===== src/rtl/pterm_cmd_parser.sv =====
// rtl/pterm_cmd_parser.sv - line parser turning "<letter>[ <decimal>]<CR>" into one-hot opcode + 8-bit operand.
// Optional PTERM_CASE_FOLD_EN: lowercase command letters map onto the uppercase opcode bits.
module pterm_cmd_parser #(
  parameter int          OP_W     = 11,
  parameter logic [7:0]  CMD_TERM = 8'h0D
) (
  input  logic            clk,
  input  logic            rst,
  input  logic [7:0]      rx_data,
  input  logic            rx_valid,
  output logic [OP_W-1:0] op_code,
  output logic [7:0]      a,
  output logic            cmd_valid,
  output logic            cmd_error
);

  typedef enum logic [2:0] {S_IDLE, S_CMD, S_ARG, S_TAIL, S_ERR} state_t;

  localparam logic [7:0] OP_W8 = 8'(OP_W);

  state_t          state, state_nxt;
  logic [4:0]      idx, idx_nxt;
  logic [9:0]      acc, acc_nxt;
  logic [1:0]      nd, nd_nxt;
  logic [OP_W-1:0] op_nxt;
  logic [7:0]      a_nxt;
  logic            valid_nxt, error_nxt, accept;

  logic [7:0] up_off;
  logic       is_upper, is_lower, is_letter;
  logic [4:0] letter_idx;
  logic       is_digit, is_space, is_lf, is_term;
  logic [3:0] dig;
  logic [9:0] acc_step;

  assign up_off   = rx_data - 8'h41;
  assign is_upper = (rx_data >= 8'h41) && (up_off < OP_W8);

`ifdef PTERM_CASE_FOLD_EN
  logic [7:0] lo_off;
  assign lo_off     = rx_data - 8'h61;
  assign is_lower   = (rx_data >= 8'h61) && (lo_off < OP_W8);
  assign letter_idx = is_upper ? up_off[4:0] : lo_off[4:0];
`else
  assign is_lower   = 1'b0;
  assign letter_idx = up_off[4:0];
`endif

  assign is_letter = is_upper || is_lower;
  assign is_digit  = (rx_data >= 8'h30) && (rx_data <= 8'h39);
  assign dig       = rx_data[3:0];
  assign is_space  = (rx_data == 8'h20);
  assign is_lf     = (rx_data == 8'h0A);
  assign is_term   = (rx_data == CMD_TERM);
  // Only reached with nd<3, so acc<=99 and the product cannot wrap 10 bits.
  assign acc_step  = acc * 10'd10 + {6'b0, dig};

  always_comb begin
    state_nxt = state;
    idx_nxt   = idx;
    acc_nxt   = acc;
    nd_nxt    = nd;
    op_nxt    = op_code;
    a_nxt     = a;
    valid_nxt = 1'b0;
    error_nxt = 1'b0;
    accept    = 1'b0;
    // LF is transparent everywhere except inside a line already being discarded.
    if (rx_valid && (state == S_ERR || !is_lf)) begin
      case (state)
        S_IDLE: begin
          if (is_letter) begin
            idx_nxt   = letter_idx;
            acc_nxt   = '0;
            nd_nxt    = '0;
            state_nxt = S_CMD;
          end else if (!(is_space || is_term)) begin
            state_nxt = S_ERR;
          end
        end
        S_CMD: begin
          if (is_digit) begin
            acc_nxt   = {6'b0, dig};
            nd_nxt    = 2'd1;
            state_nxt = S_ARG;
          end else if (is_term) begin
            accept    = 1'b1;
            state_nxt = S_IDLE;
          end else if (!is_space) begin
            state_nxt = S_ERR;
          end
        end
        S_ARG: begin
          if (is_digit) begin
            if (nd == 2'd3 || acc_step > 10'd255) begin
              state_nxt = S_ERR;
            end else begin
              acc_nxt = acc_step;
              nd_nxt  = nd + 2'd1;
            end
          end else if (is_space) begin
            state_nxt = S_TAIL;
          end else if (is_term) begin
            accept    = 1'b1;
            state_nxt = S_IDLE;
          end else begin
            state_nxt = S_ERR;
          end
        end
        S_TAIL: begin
          if (is_term) begin
            accept    = 1'b1;
            state_nxt = S_IDLE;
          end else if (!is_space) begin
            state_nxt = S_ERR;
          end
        end
        S_ERR: begin
          if (is_term) begin
            error_nxt = 1'b1;
            state_nxt = S_IDLE;
          end
        end
        default: state_nxt = S_IDLE;
      endcase
    end
    if (accept) begin
      op_nxt    = OP_W'(1) << idx;
      a_nxt     = acc[7:0];
      valid_nxt = 1'b1;
    end
  end

  always_ff @(posedge clk) begin
    if (rst) begin
      state     <= S_IDLE;
      idx       <= '0;
      acc       <= '0;
      nd        <= '0;
      op_code   <= '0;
      a         <= '0;
      cmd_valid <= 1'b0;
      cmd_error <= 1'b0;
    end else begin
      state     <= state_nxt;
      idx       <= idx_nxt;
      acc       <= acc_nxt;
      nd        <= nd_nxt;
      op_code   <= op_nxt;
      a         <= a_nxt;
      cmd_valid <= valid_nxt;
      cmd_error <= error_nxt;
    end
  end

endmodule


===== config.mk =====
export PLATFORM = sky130hd
export DESIGN_NAME = pterm_cmd_parser
export DESIGN_NICKNAME = d
export VERILOG_FILES = /design/src/rtl/pterm_cmd_parser.sv
export SDC_FILE = /design/constraint.sdc
export NUM_CORES = 1
export LEC_CHECK = 0
export ABC_CLOCK_PERIOD_IN_PS = 3500
export BUFFER_PORTS_ARGS = -buffer_cell sky130_fd_sc_hd__buf_2
export CORE_ASPECT_RATIO = 2
export CORE_MARGIN = 2
export CORE_UTILIZATION = 40
export DETAILED_ROUTE_END_ITERATION = 10
export GPL_TIMING_DRIVEN = 0
export HOLD_SLACK_MARGIN = 0.05
export PLACE_DENSITY = 0.63
export SLEW_MARGIN = 20
export SYNTH_ARGS = -nofsm -noshare
export SYNTH_HDL_FRONTEND = slang
export SYNTH_SLANG_ARGS = --single-unit

===== constraint.sdc =====
create_clock -name clk -period 3.5 [get_ports clk]
set_input_delay 0 -clock clk [delete_from_list [all_inputs] [get_ports clk]]
set_output_delay 0 -clock clk [all_outputs]
set_load 0.03 [all_outputs]

# Word-level counts from Yosys, hierarchy flattened

Cells that the tools add are included.
Widths: inputs -> output; s select.

Register bits: 41
Bits of input ports: 11
Output and inout bits: 21
Logic and storage cells: 76

$add $sub $neg: 3
Multiply operators: 1
$lt $le $gt $ge: 5
Equal/unequal tests: 15
Shifts and indexed selects: 1
Muxes and demuxes: 28
Bitwise logic cells: 2
Reductions and logical operators: 13

Operator list:

| operator             | number |
|---|---|
| $mux 10              | 4 |
| $mux 3               | 10 |
| $pmux 10 s3          | 1 |
| $eq 8x4->1 const B   | 2 |
| $pmux 3 s5           | 1 |
| $shl 1x5->11 const A | 1 |
| $add 10x4->10        | 1 |
| $gt 10x8->1 const B  | 1 |
| $mul 10x3->9 const B | 1 |
| $ne 2x2->1 const B   | 5 |
| $eq 8x6->1 const B   | 1 |
| $ge 8x6->1 const B   | 1 |
| $ge 8x7->1 const B   | 1 |
| $le 8x6->1 const B   | 1 |
| $lt 8x4->1 const B   | 1 |
| $mux 2               | 4 |
| $sub 8x7->8 const B  | 1 |
| $eq 3x2->1 const B   | 2 |
| $mux 1               | 6 |
| $ne 3x3->1 const B   | 2 |
| $pmux 2 s3           | 1 |
| $reduce_and 6->1     | 1 |
| $reduce_and 4->1     | 1 |
| $eq 3x1->1 const B   | 1 |
| other kinds (12)     | 17 |

# Depth between registers and ports, before layout

Depth in word-level cells: 7
Mapped depth: 12

# Least setup slack after synthesis

OpenSTA, ideal clock, no wires.

Path kind: reg2reg
From: reg acc[1]
To: reg state[1]
Arrival: 3.000 ns
Required time: 3.379 ns
Path slack: 0.379 ns
Stages on the path, launching flop included: 11
Cell sequence: dfxtp_1 > ha_1 > ha_1 > inv_1 > fa_1 > xor2_1 > or3_4 > nor3_4 > xnor3_1 > o31ai_4 > mux2_4

Longest elaborated chain between the ends: 6

Ends and longest elaborated chain:

| element                    | RTL line | source |
|---|---|---|
| start, declared            | 23       | `logic [9:0] acc, acc_nxt;` |
| start signal, assigned     | 147      | `acc <= acc_nxt;` |
| $mul 10x3->9               | 56       | `assign acc_step = acc * 10'd10 + {6'b0, dig};` |
| $add 10x4->10              | 56       |  |
| $gt 10x8->1                | 95       | `if (nd == 2'd3 \|\| acc_step > 10'd255) begin` |
| $logic_or 1x1->1           | 95       |  |
| $ne 3x3->1 (no line)       | n/a      |  |
| $reduce_and 4->1 (no line) | n/a      |  |
| end signal, assigned       | 145      | `state <= state_nxt;` |
| end, declared              | 21       | `state_t state, state_nxt;` |

No other way between the ends.
A chain may end at the register's enable or synchronous reset.

# Final worst setup path

Same ends and word-level chain as after synthesis.

==> run_results.csv <==
group,metric,value,unit
clock_tree,clock_latency,0.28,ns
pwr,ir_worst_vdd,0.000176,V
layout,synthToLayoutAreaGrowth,17.5,%
sta,min_period,3.35,ns
worst_setup_path,slowest_stage,"fa_1",
clock_tree,cts_hold_buffers,2,
global_route,grt_max_degree,13,
pwr,power.share.sequential,43.5,%
worst_hold_path,worstHoldPathCells,4,
pwr,power.internal,0.825,mW
synthesis,ys.flop_type,"dfxtp_1",
job,maxCapViolations,0,
synthesis,synth_cell_types,55,
worst_setup_path,cp_cell_sequence,"ha_1, ha_1, inv_1, fa_1, xor2_1, or3_4, nor3_4, xnor3_1, o31ai_4, mux2_4",
pwr,fin_total_pwr,1.06,mW
clock_tree,postCtsSetupRepairBufs,0,
sta,hold_viol,0,
floorplan,row_count,40,
worst_setup_path,crit_top_cell,"ha_1",
synthesis,synthArstFlopShare,0,%
sta,tightest_slew,0.813,ns
global_route,grt_pass1_vias,2099,
worst_setup_path,cp_num_buf_inv,1,
floorplan,die_area,0.00696,mm2
clock_tree,clkTransAtPathRegs,0.06,ns
sta,timing.fmax,299,MHz
floorplan,core_area,0.00606,mm2
place,dpl_cell_area,0.00276,mm2
sta,max-slew-margin-rel,45.3,%
routing,drcViolationCount,0,
sta,worst_hold_slack,0.166,ns
layout,final_cell_mix,"41 x nand2_1, 40 x dfxtp_1, 33 x buf_2, 26 x nor2_1, 24 x a21oi_1",
global_route,grt_use_total,17.9,%
layout,final_cells,428,
sta,worst_clock_skew,0.00495,ns
pwr,p_switching,0.230,mW
global_route,gr-total-overflow,0,
place,hpwl,4450,um
outcome,status,"complete, no violations",
worst_setup_path,start_kind,"register",
routing,drt_iter0_drc,79,
worst_setup_path,cp_top_family,"adder cells",
sta,setup_slack,0.152,ns
clock_tree,numCtsBuffers,5,
worst_setup_path,r2r_slack,0.15,ns
routing,drt-pass1-iter-count,4,
synthesis,yosysWarnings,0,
worst_setup_path,path_class,"register to register",
floorplan,die-width,60.0,um
worst_hold_path,hp-class,"input port to register",
layout,mostFrequentLayoutCell,"nand2_1",
worst_setup_path,r2r_end,"state[1]",
layout,utilization,48.7,%
worst_hold_path,holdPathEnd,"idx[3]",
synthesis,ys_ff_latch,40,
clock_tree,post_cts_resized,0,
clock_tree,cts_tree,"yes",
place,portBuffers,30,
worst_hold_path,hold_start,"rx_data[1]",
floorplan,io_pins,32,
global_route,grt_pass1_wl,9510,um
place,dp_slack,0.147,ns
pwr,powerDensity,358,mW/mm2
synthesis,postSynthAreaPerCell,8.25,um2
floorplan,start_util,41.4,%
synthesis,syn_nets,336,
routing,viasPerCell,5.13,
sta,rsz0062_at_grt,"false",
place,dp_cells,418,
layout,design_area,0.00295,mm2
pwr,p_leak,1.19,nW
clock_tree,root_buffer,"clkbuf_16",
sta,setup_viol,0,
synthesis,synth_edf_count,0,
synthesis,netlist_area,0.00251,mm2
sta,tns,0,ns
worst_setup_path,crit_path_end_kind,"register",
layout,antenna_cells,0,
worst_setup_path,required,3.67,ns
worst_setup_path,timing.rr.start,"acc[1]",
routing,routed_wl,5620,um
pwr,switching_share,21.8,%
place,gp_congestion,0.903,
worst_setup_path,path_max_fanout,5,
pwr,combPwrFrac,8.0,%
pwr,clkPwrFrac,48.4,%
synthesis,synth_cells,304,
sta,maxSlewViolCount,0,
routing,vias,2197,
worst_setup_path,reg2regPathDepth,10,
layout,nets,375,
sta,fin_crit_sh,95.7,%
layout,drive_above_1_share,15.1,%
worst_setup_path,cp.arrival,3.52,ns
clock_tree,clock_path_buffers,2,
clock_tree,cts.sinks,40,
worst_setup_path,slowest_delay,0.45,ns
routing,post_drt_wl_per_cell,13.1,um
routing,drtAntennaViolNets,0,
global_route,antenna_found_initial,0,
synthesis,seq_area_frac_synth,31.9,%
clock_tree,h-tree-depth,2,
floorplan,die_h,116,um
how the worst max path moves through the flow:
stage	endpoint	slack (ns)	from	cells past startpoint
2_1_floorplan	state[1]	0.38	acc[1]	10
3_3_place_gp	state[1]	0.15	acc[1]	10
3_5_place_dp	state[1]	0.15	acc[1]	10
4_1_cts	state[1]	0.13	acc[1]	10
5_1_grt	state[1]	0.03	acc[1]	10
6_report	state[1]	0.15	acc[1]	10
worst min-delay path, cell delays in order:
cell	delay, ns
buf_2	0.14
nor3_1	0.07
xnor2_1	0.13
a211oi_1	0.06
power by group through the flow:
stage          logic, mW  registers, mW  clock network (mW)
2_1_floorplan     0.0582          0.469                   0
3_3_place_gp      0.0825          0.469                   0
3_5_place_dp      0.0828          0.469                   0
4_1_cts           0.0850          0.459               0.523
5_1_grt           0.0943          0.460               0.539
6_report          0.0849          0.459               0.511
synthesized netlist by cell type, drive strengths merged (6+ instances only):
cell type	n	area, um2
nand2	41	154
dfxtp	40	801
ha	19	238
nor2	26	97.6
nand3	7	35.0
o21ai	8	43.8
mux2i	13	130
nor3	10	61.3
nand2b	17	106
xnor2	6	52.6
clkbuf	15	56.3
a21oi	24	120
inv	12	45.1
logic make-up (layout without fill, tap and decap cells):
group,after synthesis,after routing,share of synthesized area [%]
flip-flops,40,40,31.9
AO/OA/AOI/OAI,52,52,13.6
multiplexers,15,15,6.24
buffers and inverters,31,71,4.94
XOR/XNOR,12,12,4.74
AND/OR/NAND/NOR,132,132,27.0
adder cells (fa/ha/maj),22,22,11.5
layer usage:
metal | GRT usage [%] | vias up | wire (um)
met5 | 0 | - | 0
met4 | 8.59 | 0 | 150
met3 | 3.46 | 13 | 136
met2 | 32.8 | 39 | 3160
met1 | 18.6 | 1009 | 2170
li1 | - | 1136 | -
layout make-up:
type	instances	area, um2
multi-input cells	233	1580
plain buffers	19	78.8
flip-flops and latches	40	801
clock inverters	2	35.0
clock buffers	6	129
repair buffers	32	170
fillers	612	3110
inverters	12	45.0
well taps	84	105
sequential cells by signal, summed over array words and instances (netlist names):
name	count
acc	9
op_code	11
idx	5
cmd_error	1
state	3
nd	2
cmd_valid	1
a	8
Note: power is estimated with default switching activity, not from simulation.
